==> src/rtl/cpu_pkg.sv <==
// Shared types for the accumulator CPU control path.
// Opcode map, sequencer states and wait-counter sizing.
package cpu_pkg;

  typedef enum logic [3:0] {
    OP_LOAD  = 4'd0,
    OP_STORE = 4'd1,
    OP_ADD   = 4'd2,
    OP_SUB   = 4'd3,
    OP_BNE   = 4'd4,
    OP_BEQ   = 4'd5,
    OP_JMP   = 4'd6,
    OP_LSL   = 4'd7,
    OP_LSR   = 4'd8,
    OP_OUT   = 4'd9,
    OP_HALT  = 4'd15
  } op_t;

  typedef enum logic [2:0] {
    S_FETCH,
    S_RD_IR,
    S_DECODE,
    S_MEM_RD,
    S_MEM_WR,
    S_EXEC,
    S_IO,
    S_HALT
  } seq_state_t;

  function automatic int wcnt_w(input int w);
    int r;
    r = $clog2(w + 1);
    return (r < 1) ? 1 : r;
  endfunction

endpackage

==> src/rtl/ram_wait_timer.sv <==
// RAM wait-state counter: runs while a RAM state is active,
// flags the final cycle and clears itself when the access ends.
module ram_wait_timer
  import cpu_pkg::*;
#(
  parameter int RAM_WAIT = 0,
  parameter int CW       = 1
) (
  input  logic clock,
  input  logic n_reset,
  input  logic busy,
  output logic last
);

  logic [CW-1:0] wcnt_q;
  logic [CW-1:0] wcnt_d;

  assign last = (wcnt_q == CW'(RAM_WAIT));

  // Count inside a RAM state; zero on the last cycle and elsewhere
  always_comb begin
    wcnt_d = '0;
    if (busy && !last) begin
      wcnt_d = wcnt_q + CW'(1);
    end
  end

  // Counter register
  always_ff @(posedge clock or negedge n_reset) begin
    if (!n_reset) begin
      wcnt_q <= '0;
    end else begin
      wcnt_q <= wcnt_d;
    end
  end

endmodule

==> src/rtl/sequencer_mc.sv <==
// Multi-cycle control sequencer for the accumulator CPU.
// Drives datapath strobes, RAM controls, io handshake and halt.
module sequencer_mc
  import cpu_pkg::*;
#(
  parameter int WORD_W   = 8,
  parameter int OP_W     = 4,
  parameter int RAM_WAIT = 0
) (
  input  logic            clock,
  input  logic            n_reset,
  input  logic [OP_W-1:0] op,
  input  logic            z_flag,
  input  logic            run,
  input  logic            io_ack,
  output logic            ACC_bus,
  output logic            load_ACC,
  output logic            PC_bus,
  output logic            load_PC,
  output logic            INC_PC,
  output logic            load_IR,
  output logic            load_MAR,
  output logic            Addr_bus,
  output logic            ALU_ACC,
  output logic            ALU_add,
  output logic            ALU_sub,
  output logic            ALU_lshift,
  output logic            ALU_rshift,
  output logic            RAM_NCE,
  output logic            RAM_NOE,
  output logic            RAM_NWE,
  output logic            io_req,
  output logic            halted
);

  localparam int CW = wcnt_w(RAM_WAIT);

  if (OP_W < 4 || WORD_W < 1) begin : g_param_check
    $error("sequencer_mc: OP_W must be >= 4 and WORD_W >= 1");
  end

  seq_state_t state_q;
  seq_state_t state_d;
  logic       ram_busy;
  logic       wlast;

  logic is_load, is_store, is_add, is_sub;
  logic is_bne, is_beq, is_jmp;
  logic is_lsl, is_lsr, is_out, is_halt;

  assign is_load  = (op == OP_W'(OP_LOAD));
  assign is_store = (op == OP_W'(OP_STORE));
  assign is_add   = (op == OP_W'(OP_ADD));
  assign is_sub   = (op == OP_W'(OP_SUB));
  assign is_bne   = (op == OP_W'(OP_BNE));
  assign is_beq   = (op == OP_W'(OP_BEQ));
  assign is_jmp   = (op == OP_W'(OP_JMP));
  assign is_lsl   = (op == OP_W'(OP_LSL));
  assign is_lsr   = (op == OP_W'(OP_LSR));
  assign is_out   = (op == OP_W'(OP_OUT));
  assign is_halt  = (op == OP_W'(OP_HALT));

  assign ram_busy = (state_q == S_RD_IR)
                 || (state_q == S_MEM_RD)
                 || (state_q == S_MEM_WR);

  ram_wait_timer #(
    .RAM_WAIT (RAM_WAIT),
    .CW       (CW)
  ) u_timer (
    .clock   (clock),
    .n_reset (n_reset),
    .busy    (ram_busy),
    .last    (wlast)
  );

  // State register
  always_ff @(posedge clock or negedge n_reset) begin
    if (!n_reset) begin
      state_q <= S_FETCH;
    end else begin
      state_q <= state_d;
    end
  end

  // Next state and strobes; everything idles while reset is held
  always_comb begin
    state_d    = state_q;
    ACC_bus    = 1'b0;
    load_ACC   = 1'b0;
    PC_bus     = 1'b0;
    load_PC    = 1'b0;
    INC_PC     = 1'b0;
    load_IR    = 1'b0;
    load_MAR   = 1'b0;
    Addr_bus   = 1'b0;
    ALU_ACC    = 1'b0;
    ALU_add    = 1'b0;
    ALU_sub    = 1'b0;
    ALU_lshift = 1'b0;
    ALU_rshift = 1'b0;
    RAM_NCE    = 1'b1;
    RAM_NOE    = 1'b1;
    RAM_NWE    = 1'b1;
    io_req     = 1'b0;
    halted     = 1'b0;
    if (n_reset) begin
      unique case (state_q)
        S_FETCH: begin
          PC_bus   = 1'b1;
          load_MAR = 1'b1;
          INC_PC   = 1'b1;
          load_PC  = 1'b1;
          state_d  = S_RD_IR;
        end
        S_RD_IR: begin
          RAM_NCE = 1'b0;
          RAM_NOE = 1'b0;
          if (wlast) begin
            load_IR = 1'b1;
            state_d = S_DECODE;
          end
        end
        S_DECODE: begin
          Addr_bus = 1'b1;
          load_MAR = 1'b1;
          state_d  = S_FETCH;
          unique case (1'b1)
            is_load, is_add, is_sub: state_d = S_MEM_RD;
            is_store:                state_d = S_MEM_WR;
            is_lsl, is_lsr:          state_d = S_EXEC;
            is_out:                  state_d = S_IO;
            is_halt:                 state_d = S_HALT;
            is_jmp:                  load_PC = 1'b1;
            is_bne:                  load_PC = !z_flag;
            is_beq:                  load_PC = z_flag;
            default:                 state_d = S_FETCH;
          endcase
        end
        S_MEM_RD: begin
          RAM_NCE = 1'b0;
          RAM_NOE = 1'b0;
          if (wlast) begin
            load_ACC = 1'b1;
            ALU_ACC  = is_add || is_sub;
            ALU_add  = is_add;
            ALU_sub  = is_sub;
            state_d  = S_FETCH;
          end
        end
        S_MEM_WR: begin
          ACC_bus = 1'b1;
          RAM_NCE = 1'b0;
          RAM_NWE = 1'b0;
          if (wlast) begin
            state_d = S_FETCH;
          end
        end
        S_EXEC: begin
          load_ACC   = 1'b1;
          ALU_ACC    = 1'b1;
          ALU_lshift = is_lsl;
          ALU_rshift = is_lsr;
          state_d    = S_FETCH;
        end
        S_IO: begin
          io_req  = 1'b1;
          ACC_bus = 1'b1;
          if (io_ack) begin
            state_d = S_FETCH;
          end
        end
        S_HALT: begin
          halted = 1'b1;
          if (run) begin
            state_d = S_FETCH;
          end
        end
        default: state_d = S_FETCH;
      endcase
    end
  end

endmodule

==> config.mk <==
export PLATFORM = sky130hd
export DESIGN_NAME = sequencer_mc
export DESIGN_NICKNAME = d
export VERILOG_FILES = /design/src/rtl/cpu_pkg.sv /design/src/rtl/ram_wait_timer.sv /design/src/rtl/sequencer_mc.sv
export SDC_FILE = /design/constraint.sdc
export NUM_CORES = 1
export LEC_CHECK = 0
export CORE_AREA = 8 8 46 56
export DETAILED_ROUTE_END_ITERATION = 7
export DIE_AREA = 0 0 54 64
export PLACE_DENSITY = 0.71
export SLEW_MARGIN = 20
export SYNTH_ARGS = -nofsm -noshare
export SYNTH_HDL_FRONTEND = slang
export SYNTH_SLANG_ARGS = --single-unit
==> constraint.sdc <==
create_clock -name clock -period 2.05 [get_ports clock]
set_clock_uncertainty 0.05 [all_clocks]
set_input_delay 0.41 -clock clock [delete_from_list [all_inputs] [get_ports clock]]
set_output_delay 0.41 -clock clock [all_outputs]
set_load 0.005 [all_outputs]
==> results of run 1 <==
[placed cells by master, fill, tap and decap left out, drive strengths merged]
master         count
a21oi              3
nand3b             1
nand4b             1
conb               1
nand2b             3
o21ai              4
inv                2
clkdlybuf4s15      1
clkbuf             3
and2               1
dlymetal6s2s       1
nor4               1
a21o               1
nor3b              2
a211o              1
nor2b              4
a211oi             1
nand2             13
a31oi              2
nand3              1
o211ai             2
or3                3
xnor2              2
dlygate4sd2        9
nor3               3
nor2               7
clkdlybuf4s50     10
a21boi             1
mux2i              1
a22o               1
buf               31
dfrtp              4
[logic make-up (layout without fill, tap and decap cells)]
kind of cell / Yosys count / in the layout / synth area share, %
AND/OR/NAND/NOR: 40 / 40 / 43.7
AO/OA/AOI/OAI: 16 / 16 / 21.0
buffers and inverters: 9 / 57 / 8.44
flip-flops: 4 / 4 / 20.5
XOR/XNOR: 2 / 2 / 3.58
other: 1 / 1 / 0.767
multiplexers: 1 / 1 / 2.05
[worst max-delay path, cell delays in order, from the launching register on]
cell and delay, ps:
dfrtp_1 380, nand2b_4 150, or3_4 330, or3_4 360
nor2_2 80, buf_2 110
[final timing paths]
check | slack (ps) | to | from
setup / recovery | -70 | ALU_sub | state_q[2]
hold / removal | 170 | state_q[0] | n_reset
setup reg to reg | 750 | state_q[0] | state_q[2]
hold reg to reg | 580 | state_q[0] | u_timer.wcnt_q
max in group asynchronous | 1530 | u_timer.wcnt_q | n_reset
min in group clock | 580 | state_q[0] | u_timer.wcnt_q
[layout make-up]
| class | count | area (µm²) |
|---|---|---|
| multi-input cells | 60 | 385 |
| inverters | 2 | 7.51 |
| well taps | 19 | 23.8 |
| flip-flops and latches | 4 | 100 |
| fillers | 183 | 774 |
| repair buffers | 52 | 430 |
| clock buffers | 3 | 22.5 |
[sequential cells by signal, summed over array words and instances (netlist names)]
signal / flops
state_q: 3
u_timer.wcnt_q: 1
[stage by stage]
| stage | worst slack (ps) | std cells | util [%] | total power [mW] |
|---|---|---|---|---|
| 6_report | -65.3 | 140 | 55.6 | 0.792 |
| 5_1_grt | -133 | 140 | 55.6 | 0.853 |
| 3_3_place_gp | -679 | 128 | 49.7 | 0.593 |
| 3_5_place_dp | -693 | 128 | 49.7 | 0.599 |
| 4_1_cts | -46.8 | 136 | 53.2 | 0.734 |
| 2_1_floorplan | 194 | 73 | - | 0.359 |
[layer usage]
layer / wire length [µm] / vias to the layer above
met4: 23 / 0
met3: 151 / 3
met5: 0 / -
li1: - / 344
met2: 1000 / 17
met1: 658 / 317
[what timing repair did]
item,CTS,global route
gates cloned,1,0
pin swaps,5,1
endpoints found under the setup margin,18,12
resized for setup,40,2
buffers inserted,4,4
[power by group through the flow]
stage | clock network (mW) | registers (mW) | logic (mW)
after floorplan | 0 | 0.128 | 0.231
after global placement | 0 | 0.118 | 0.475
after detailed placement | 0 | 0.120 | 0.478
after CTS | 0.108 | 0.129 | 0.498
after global routing | 0.110 | 0.133 | 0.609
final | 0.105 | 0.131 | 0.556
==> flow_metrics.py, run 1 <==
metrics = {
    "detailed_routing": {
        "routed_wl_mm": 1.83,
        "via_per_inst": 4.86,
        "wl_per_cell_um": 13.1,
        "drtPass1Iterations": 4,
        "drt_iter0_markers": 6,
        "vias": 681,
        "drc_errors": 0,
        "ant_nets": 0,
    },
    "grt": {
        "use_met1_pct": 10.6,
        "track_usage_pct": 10.9,
        "grt_pass1_vias": 680,
        "grt_max_degree": 17,
        "grt_pass1_wl_mm": 2.96,
        "gr-usage-met2_pct": 19.3,
        "top_usage_layer": "met2",
        "antenna_found_initial": 0,
        "met3_usage_pct": 4.40,
        "grt-ovfl-total": 0,
    },
    "clock_tree": {
        "clock-sinks": 4,
        "clkLatencyLatePin_ps": 250,
        "postCtsHoldBufs": 0,
        "cts_max_level": 1,
        "cts_buffers": 3,
        "clkTransAtPathRegs_ps": 40,
        "cts_tree": "done",
        "clk_path_buf_depth": 2,
        "cts-root-buf": "clkbuf_4",
    },
    "timing": {
        "fmax_mhz": 473,
        "period_needed_ps": 2120,
        "fin_crit_sh_pct": 103,
        "hold_ws_ps": 174,
        "hold_viol": 0,
        "fin_tns_setup_ps": -198,
        "rsz0062_at_grt": "yes",
        "setup_violations": 5,
        "final_max_slew_viol_count": 0,
        "timing.final.ws_setup_ps": -65.3,
    },
    "synth": {
        "synth.avg_cell_area_um2": 6.70,
        "synth-seq-area-share_pct": 20.5,
        "synth_flop_cell": "dfrtp_1",
        "synth_common_cells": "nand2_1 (12), nor2_1 (5), clkbuf_1 (4), dfrtp_1 (4), nor2b_1 (4)",
        "yosysTopAreaCellShare_pct": 20.5,
        "synthDistinctLibCells": 33,
        "synth.cell_area_um2": 489,
        "synth_nets": 82,
        "synth_edf_count": 0,
        "synthArstFlopShare_pct": 100,
        "yosysTopAreaCell": "dfrtp_1",
        "synth_seq_cells": 4,
        "yosysMostFrequentCell": "nand2_1",
        "synthTopCellsByArea": "dfrtp_1 (20%), nand2_1 (9.2%), nor2b_1 (5.1%)",
        "syn_inst": 73,
        "ys_warn_count": 0,
    },
    "finish": {
        "num_antenna_cells": 0,
        "drive_gt1_share_pct": 36.4,
        "nets": 132,
        "design_area_um2": 970,
        "syn_to_final_growth_pct": 98.2,
    },
    "floorplanning": {
        "pin_count": 27,
        "placementRows": 17,
        "core_area_um2": 1740,
        "initial_core_util_pct": 28.0,
        "dieHeight_um": 64,
        "die_area_um2": 3460,
        "die_x_um": 54,
    },
    "pwr": {
        "p_leak_nw": 0.478,
        "switching_share_pct": 38.7,
        "power.share.sequential_pct": 16.6,
        "p_sw_mw": 0.307,
        "ir_drop_mv": 0.493,
        "comb_power_share_pct": 70.2,
        "power.density_nw_per_um2": 817,
        "pwr-share-clk_pct": 13.2,
        "internal_power_mw": 0.485,
    },
    "placement": {
        "gp_congestion": 0.764,
        "place_hpwl_mm": 1.27,
        "io_buffers": 26,
        "postPlaceCellArea_um2": 867,
    },
    "worst_hold_path": {
        "hold_path_class": "input pin to async pin",
    },
    "setup_path": {
        "cp_data_required_time_ps": 1590,
        "worst-path-max-fanout": 3,
        "worstSetupPathType": "flip-flop to output pin",
        "arrival_ps": 1660,
        "reg2reg_depth": 6,
        "cp-end-kind": "output pin",
        "cp-start-kind": "flip-flop",
    },
    "status": {
        "violations": "negative setup slack",
        "status": "finished with violations",
    },
    "flow_run": {
        "maxCapViolCount": 0,
    },
}
No activity file was read; power rests on OpenSTA's default activity.
==> inputs of run 2 (changes only) <==
CORE_AREA = 8 8 46 48   (was 8 8 46 56)
DIE_AREA = 0 0 54 56   (was 0 0 54 64)
PLACE_DENSITY = 0.82   (was 0.71)
==> run 2 against run 1 <==
  * The run still ends with negative setup slack left
  * Die area shrank 13%
  * Sequential power is essentially flat
  * Critical path depth is the same
  * Final cell count grew 0.71%
  * Via count grew 3.8%
  * Combinational power grew 8.3%
  * Global-route usage grew 0.85 points
  * Critical endpoint is now ALU_add
  * Setup slack gained 5.2 ps
  * Fmax grew 0.25%
==> flow_metrics.py, run 2 (synthesis results as in run 1) <==
metrics = {
    "status": {
        "status": "finished with violations",
        "violations": "negative setup slack",
    },
    "finish": {
        "nets": 136,
        "regMostFlops": "state_q",
        "reg.largest.list": "state_q x3, u_timer.wcnt_q x1",
        "layout_commonest_cell": "buf_4",
        "drive_gt1_share_pct": 40.0,
        "num_antenna_cells": 0,
        "final_cell_mix": "buf_4 (27), dlygate4sd2_1 (13), nand2_1 (12), clkdlybuf4s50_1 (5), buf_2 (5)",
        "largest_reg_flops": 3,
        "syn_to_final_growth_pct": 101,
        "design_area_um2": 983,
    },
    "detailed_routing": {
        "drt_iter0_markers": 13,
        "drtPass1Iterations": 4,
        "ant_nets": 0,
        "vias": 707,
        "drc_errors": 0,
        "wl_per_cell_um": 13.7,
        "via_per_inst": 5.01,
        "routed_wl_mm": 1.94,
    },
    "setup_path": {
        "slowest_stage": "dfrtp_1",
        "rrSetupSlack_ps": 550,
        "path_buf_inv": 1,
        "cpPeakStageDelay_ps": 370,
        "critPathCapture": "ALU_add",
        "startpoint": "state_q[2]",
        "path_depth": 5,
        "worstSetupPathType": "flip-flop to output pin",
        "path_cells": "nand2b_4, or3_4, or3_4, nor2_2, buf_2",
        "crit_family": "simple AND/OR/NAND/NOR gates",
        "worst-path-max-fanout": 3,
        "cp-end-kind": "output pin",
        "reg2reg_depth": 7,
        "r2r-start": "state_q[1]",
        "crit-reg2reg-capture": "state_q[0]",
        "arrival_ps": 1650,
        "cp-start-kind": "flip-flop",
        "worst_path_most_repeated_cell": "or3_4",
        "cp_data_required_time_ps": 1590,
    },
    "grt": {
        "grt_max_degree": 17,
        "antenna_found_initial": 0,
        "track_usage_pct": 11.7,
        "grt_pass1_wl_mm": 2.87,
        "grt_pass1_vias": 671,
        "grt-ovfl-total": 0,
    },
    "timing": {
        "timing.final.ws_setup_ps": -60.1,
        "rsz0062_at_grt": "yes",
        "hold_ws_ps": 39.1,
        "setup_violations": 3,
        "fmax_mhz": 474,
        "fin_crit_sh_pct": 103,
        "fin_tns_setup_ps": -126,
        "period_needed_ps": 2110,
        "hold_viol": 0,
        "final_max_slew_viol_count": 0,
    },
    "worst_hold_path": {
        "hold_path_class": "input pin to async pin",
    },
    "clock_tree": {
        "clk_path_buf_depth": 2,
        "clkTransAtPathRegs_ps": 40,
        "cts_buffers": 3,
        "clkLatencyLatePin_ps": 230,
        "cts_tree": "done",
        "cts_max_level": 1,
        "clock-sinks": 4,
        "cts-root-buf": "clkbuf_4",
    },
    "pwr": {
        "ir_drop_mv": 0.618,
        "power.density_nw_per_um2": 844,
        "p_leak_nw": 0.521,
        "power_mw": 0.831,
    },
    "floorplanning": {
        "initial_core_util_pct": 34.1,
        "die_x_um": 54,
        "die_area_um2": 3020,
        "pin_count": 27,
        "dieHeight_um": 56,
        "core_area_um2": 1440,
        "placementRows": 14,
    },
    "flow_run": {
        "maxCapViolCount": 0,
    },
    "placement": {
        "io_buffers": 26,
        "gp_congestion": 0.812,
        "postPlaceCellArea_um2": 863,
        "place_hpwl_mm": 1.25,
    },
}
[run 2: report_power, final]
| group | switching (mW) | internal (mW) | leakage [nW] | total, mW |
|---|---|---|---|---|
| Clock | 0.0337 | 0.0656 | 0.0138 | 0.0993 |
| Sequential | 0.0242 | 0.105 | 0.0493 | 0.129 |
| Combinational | 0.257 | 0.345 | 0.458 | 0.602 |
[run 2: worst register-to-register path: stages (launching register included)]
cell	delay [ps]
dfrtp_1	390
buf_6	120
buf_4	160
buf_4	150
nor2b_1	140
nand2_1	70
a21boi_0	70
a211o_1	220
[run 2: routing by layer]
layer,wire length (µm),GRT usage (%)
met5,0,0
met4,0,5.63
met3,119,1.87
met2,1020,20.2
met1,796,13.1
[run 2: cell type report]
class / instances / area, µm²
clock buffers: 3 / 22.5
fillers: 128 / 453
inverters: 2 / 7.51
multi-input cells: 60 / 378
flip-flops and latches: 4 / 100
well taps: 16 / 20.0
repair buffers: 56 / 455
[run 2: worst min path at each step]
stage | from | end | slack, ps | cells after the start
after floorplan | n_reset | state_q[0] | 60 | 0
after global placement | u_timer.wcnt_q | state_q[0] | 550 | 2
after detailed placement | u_timer.wcnt_q | state_q[0] | 550 | 2
after CTS | n_reset | state_q[1] | 190 | 2
after global routing | n_reset | state_q[1] | 40 | 2
final | n_reset | state_q[1] | 40 | 2
[run 2: repair_timing]
action,4_1_cts,5_1_grt
endpoints found under the hold margin,0,0
pin swaps,8,6
hold buffers,0,0
endpoints found under the setup margin,18,11
gates resized for setup,41,7
buffers inserted,8,5
[run 2: stage by stage]
step / instances / utilization [%] / setup slack (ps)
global route: 141 / 68.5 / -126
finish: 141 / 68.5 / -60.1
floorplan: 73 / - / 194
CTS: 136 / 65.8 / -131
global placement: 125 / 60.1 / -676
detailed placement: 125 / 60.1 / -705
==> inputs of run 3 (changes only) <==
CTS_CLUSTER_DIAMETER = 50   (was unset)
TNS_END_PERCENT = 5   (was unset)
==> run 3 against run 2 <==
  * The flow still finishes with violations (negative setup slack)
  * Global-route usage is 1.2 points lower
  * Sequential power hardly changed
  * Via count is 9.9% lower
  * Core utilization is 4.5 points lower
  * Critical endpoint unchanged
  * Highest routed layer unchanged
==> flow_metrics.py, run 3 (synthesis results as in run 1) <==
metrics = {
    "detailed_routing": {
        "wl_per_cell_um": 12.5,
        "drtPass1Iterations": 4,
        "drt_iter0_markers": 7,
        "drc_errors": 0,
        "via_per_inst": 4.94,
        "ant_nets": 0,
        "vias": 637,
        "routed_wl_mm": 1.61,
    },
    "clock_tree": {
        "cts_buffers": 3,
        "postCtsHoldBufs": 0,
        "clock-sinks": 4,
        "clkTransAtPathRegs_ps": 40,
        "clkLatencyLatePin_ps": 230,
        "cts-root-buf": "clkbuf_4",
        "clk_path_buf_depth": 2,
        "cts_tree": "done",
        "cts_max_level": 1,
    },
    "pwr": {
        "p_leak_nw": 0.448,
        "power_mw": 0.746,
        "ir_drop_mv": 0.539,
        "power.density_nw_per_um2": 812,
    },
    "finish": {
        "drive_gt1_share_pct": 33.6,
        "syn_to_final_growth_pct": 87.7,
        "num_antenna_cells": 0,
        "design_area_um2": 918,
        "seq_area_um2": 100,
        "final_util_pct": 63.9,
        "reg.largest.list": "state_q x3, u_timer.wcnt_q x1",
        "multi_input_area_um2": 390,
        "largest_reg_flops": 3,
        "regMostFlops": "state_q",
        "nFillCells": 131,
        "final_cell_mix": "buf_4 (16), dlygate4sd2_1 (12), nand2_1 (11), clkdlybuf4s50_1 (6)",
        "nets": 124,
        "layout_commonest_cell": "buf_4",
    },
    "setup_path": {
        "worst-path-max-fanout": 3,
        "rrSetupSlack_ps": 770,
        "worst_path_most_repeated_cell": "or3_4",
        "cpPeakStageDelay_ps": 370,
        "startpoint": "n_reset",
        "worstSetupPathType": "input pin to output pin",
        "crit-reg2reg-capture": "state_q[0]",
        "critPathCapture": "ALU_add",
        "reg2reg_depth": 6,
        "slowest_stage": "or3_4",
        "r2r-start": "state_q[0]",
        "cp-start-kind": "input pin",
        "cp_data_required_time_ps": 1590,
        "path_cells": "clkdlybuf4s15_1, nand2_2, or3_4, or3_4, nor2_2, buf_2",
        "arrival_ps": 1650,
        "cp-end-kind": "output pin",
    },
    "grt": {
        "antenna_found_initial": 0,
        "grt_pass1_vias": 613,
        "grt_max_degree": 17,
        "track_usage_pct": 10.6,
        "grt-ovfl-total": 0,
        "grt_pass1_wl_mm": 2.62,
    },
    "worst_hold_path": {
        "hold_path_class": "input pin to async pin",
    },
    "status": {
        "status": "finished with violations",
        "violations": "negative setup slack",
    },
    "timing": {
        "fmax_mhz": 474,
        "fin_crit_sh_pct": 103,
        "setup_violations": 3,
        "rsz0062_at_grt": "yes",
        "period_needed_ps": 2110,
        "final_max_slew_viol_count": 0,
        "hold_viol": 0,
        "timing.final.ws_setup_ps": -59.4,
    },
    "placement": {
        "postPlaceCellArea_um2": 863,
        "gp_congestion": 0.812,
        "place_hpwl_mm": 1.25,
        "io_buffers": 26,
    },
    "floorplanning": {
        "placementRows": 14,
        "initial_core_util_pct": 34.1,
        "dieHeight_um": 56,
        "pin_count": 27,
        "die_x_um": 54,
        "core_area_um2": 1440,
        "die_area_um2": 3020,
    },
    "flow_run": {
        "maxCapViolCount": 0,
    },
}
==> run 3: layout make-up <==
| type | instances | share of cell area (%) |
|---|---|---|
| well taps | 16 | 2.18 |
| repair buffers | 44 | 41.1 |
| inverters | 2 | 0.817 |
| multi-input cells | 60 | 42.5 |
| clock buffers | 3 | 2.45 |
| flip-flops and latches | 4 | 10.9 |
==> run 3: worst min path at each step <==
stage | startpoint | endpoint | slack, ps
finish | n_reset | state_q[1] | 180
global route | n_reset | u_timer.wcnt_q | 200
CTS | n_reset | u_timer.wcnt_q | 200
detailed placement | u_timer.wcnt_q | state_q[0] | 550
global placement | u_timer.wcnt_q | state_q[0] | 550
floorplan | n_reset | state_q[0] | 60
==> run 3: worst max-delay path, delay by kind of cell <==
kind | cells | cell delay [ps]
buffers and inverters | 2 | 330
and+or+nand+nor | 4 | 900
==> run 3: report_power, final <==
part	leakage (nW)	internal [mW]	switching (mW)	total (mW)
registers	0.0493	0.105	0.0255	0.130
logic	0.385	0.280	0.236	0.516
clock network	0.0138	0.0656	0.0340	0.0997
total	0.448	0.451	0.295	0.746
==> run 3: per-stage QoR <==
step           hold WS (ps)  setup WS (ps)  setup TNS [ps]  std cells
2_1_floorplan          64.4            194               0         73
3_3_place_gp            545           -676           -5960        125
3_5_place_dp            550           -705           -6430        125
4_1_cts                 201           -131            -357        129
5_1_grt                 198           -132            -405        129
6_report                183          -59.4            -101        129
==> run 3: repair_timing <==
item                                    in CTS  in global routing
endpoints found under the setup margin      18                  8
buffers inserted                             1                  0
endpoints found under the hold margin        0                  0
resized for setup                           38                  8
pin swaps                                    8                  3
==> run 3: routing by layer <==
metal  global-route usage (%)  vias up  part of all wire [%]
met3                     2.14        0                   6.2
met2                     17.6       17                    51
met1                     12.2      291                    43
met4                     4.93        0                     0
met5                        0        -                     0
li1                         -      329                     -
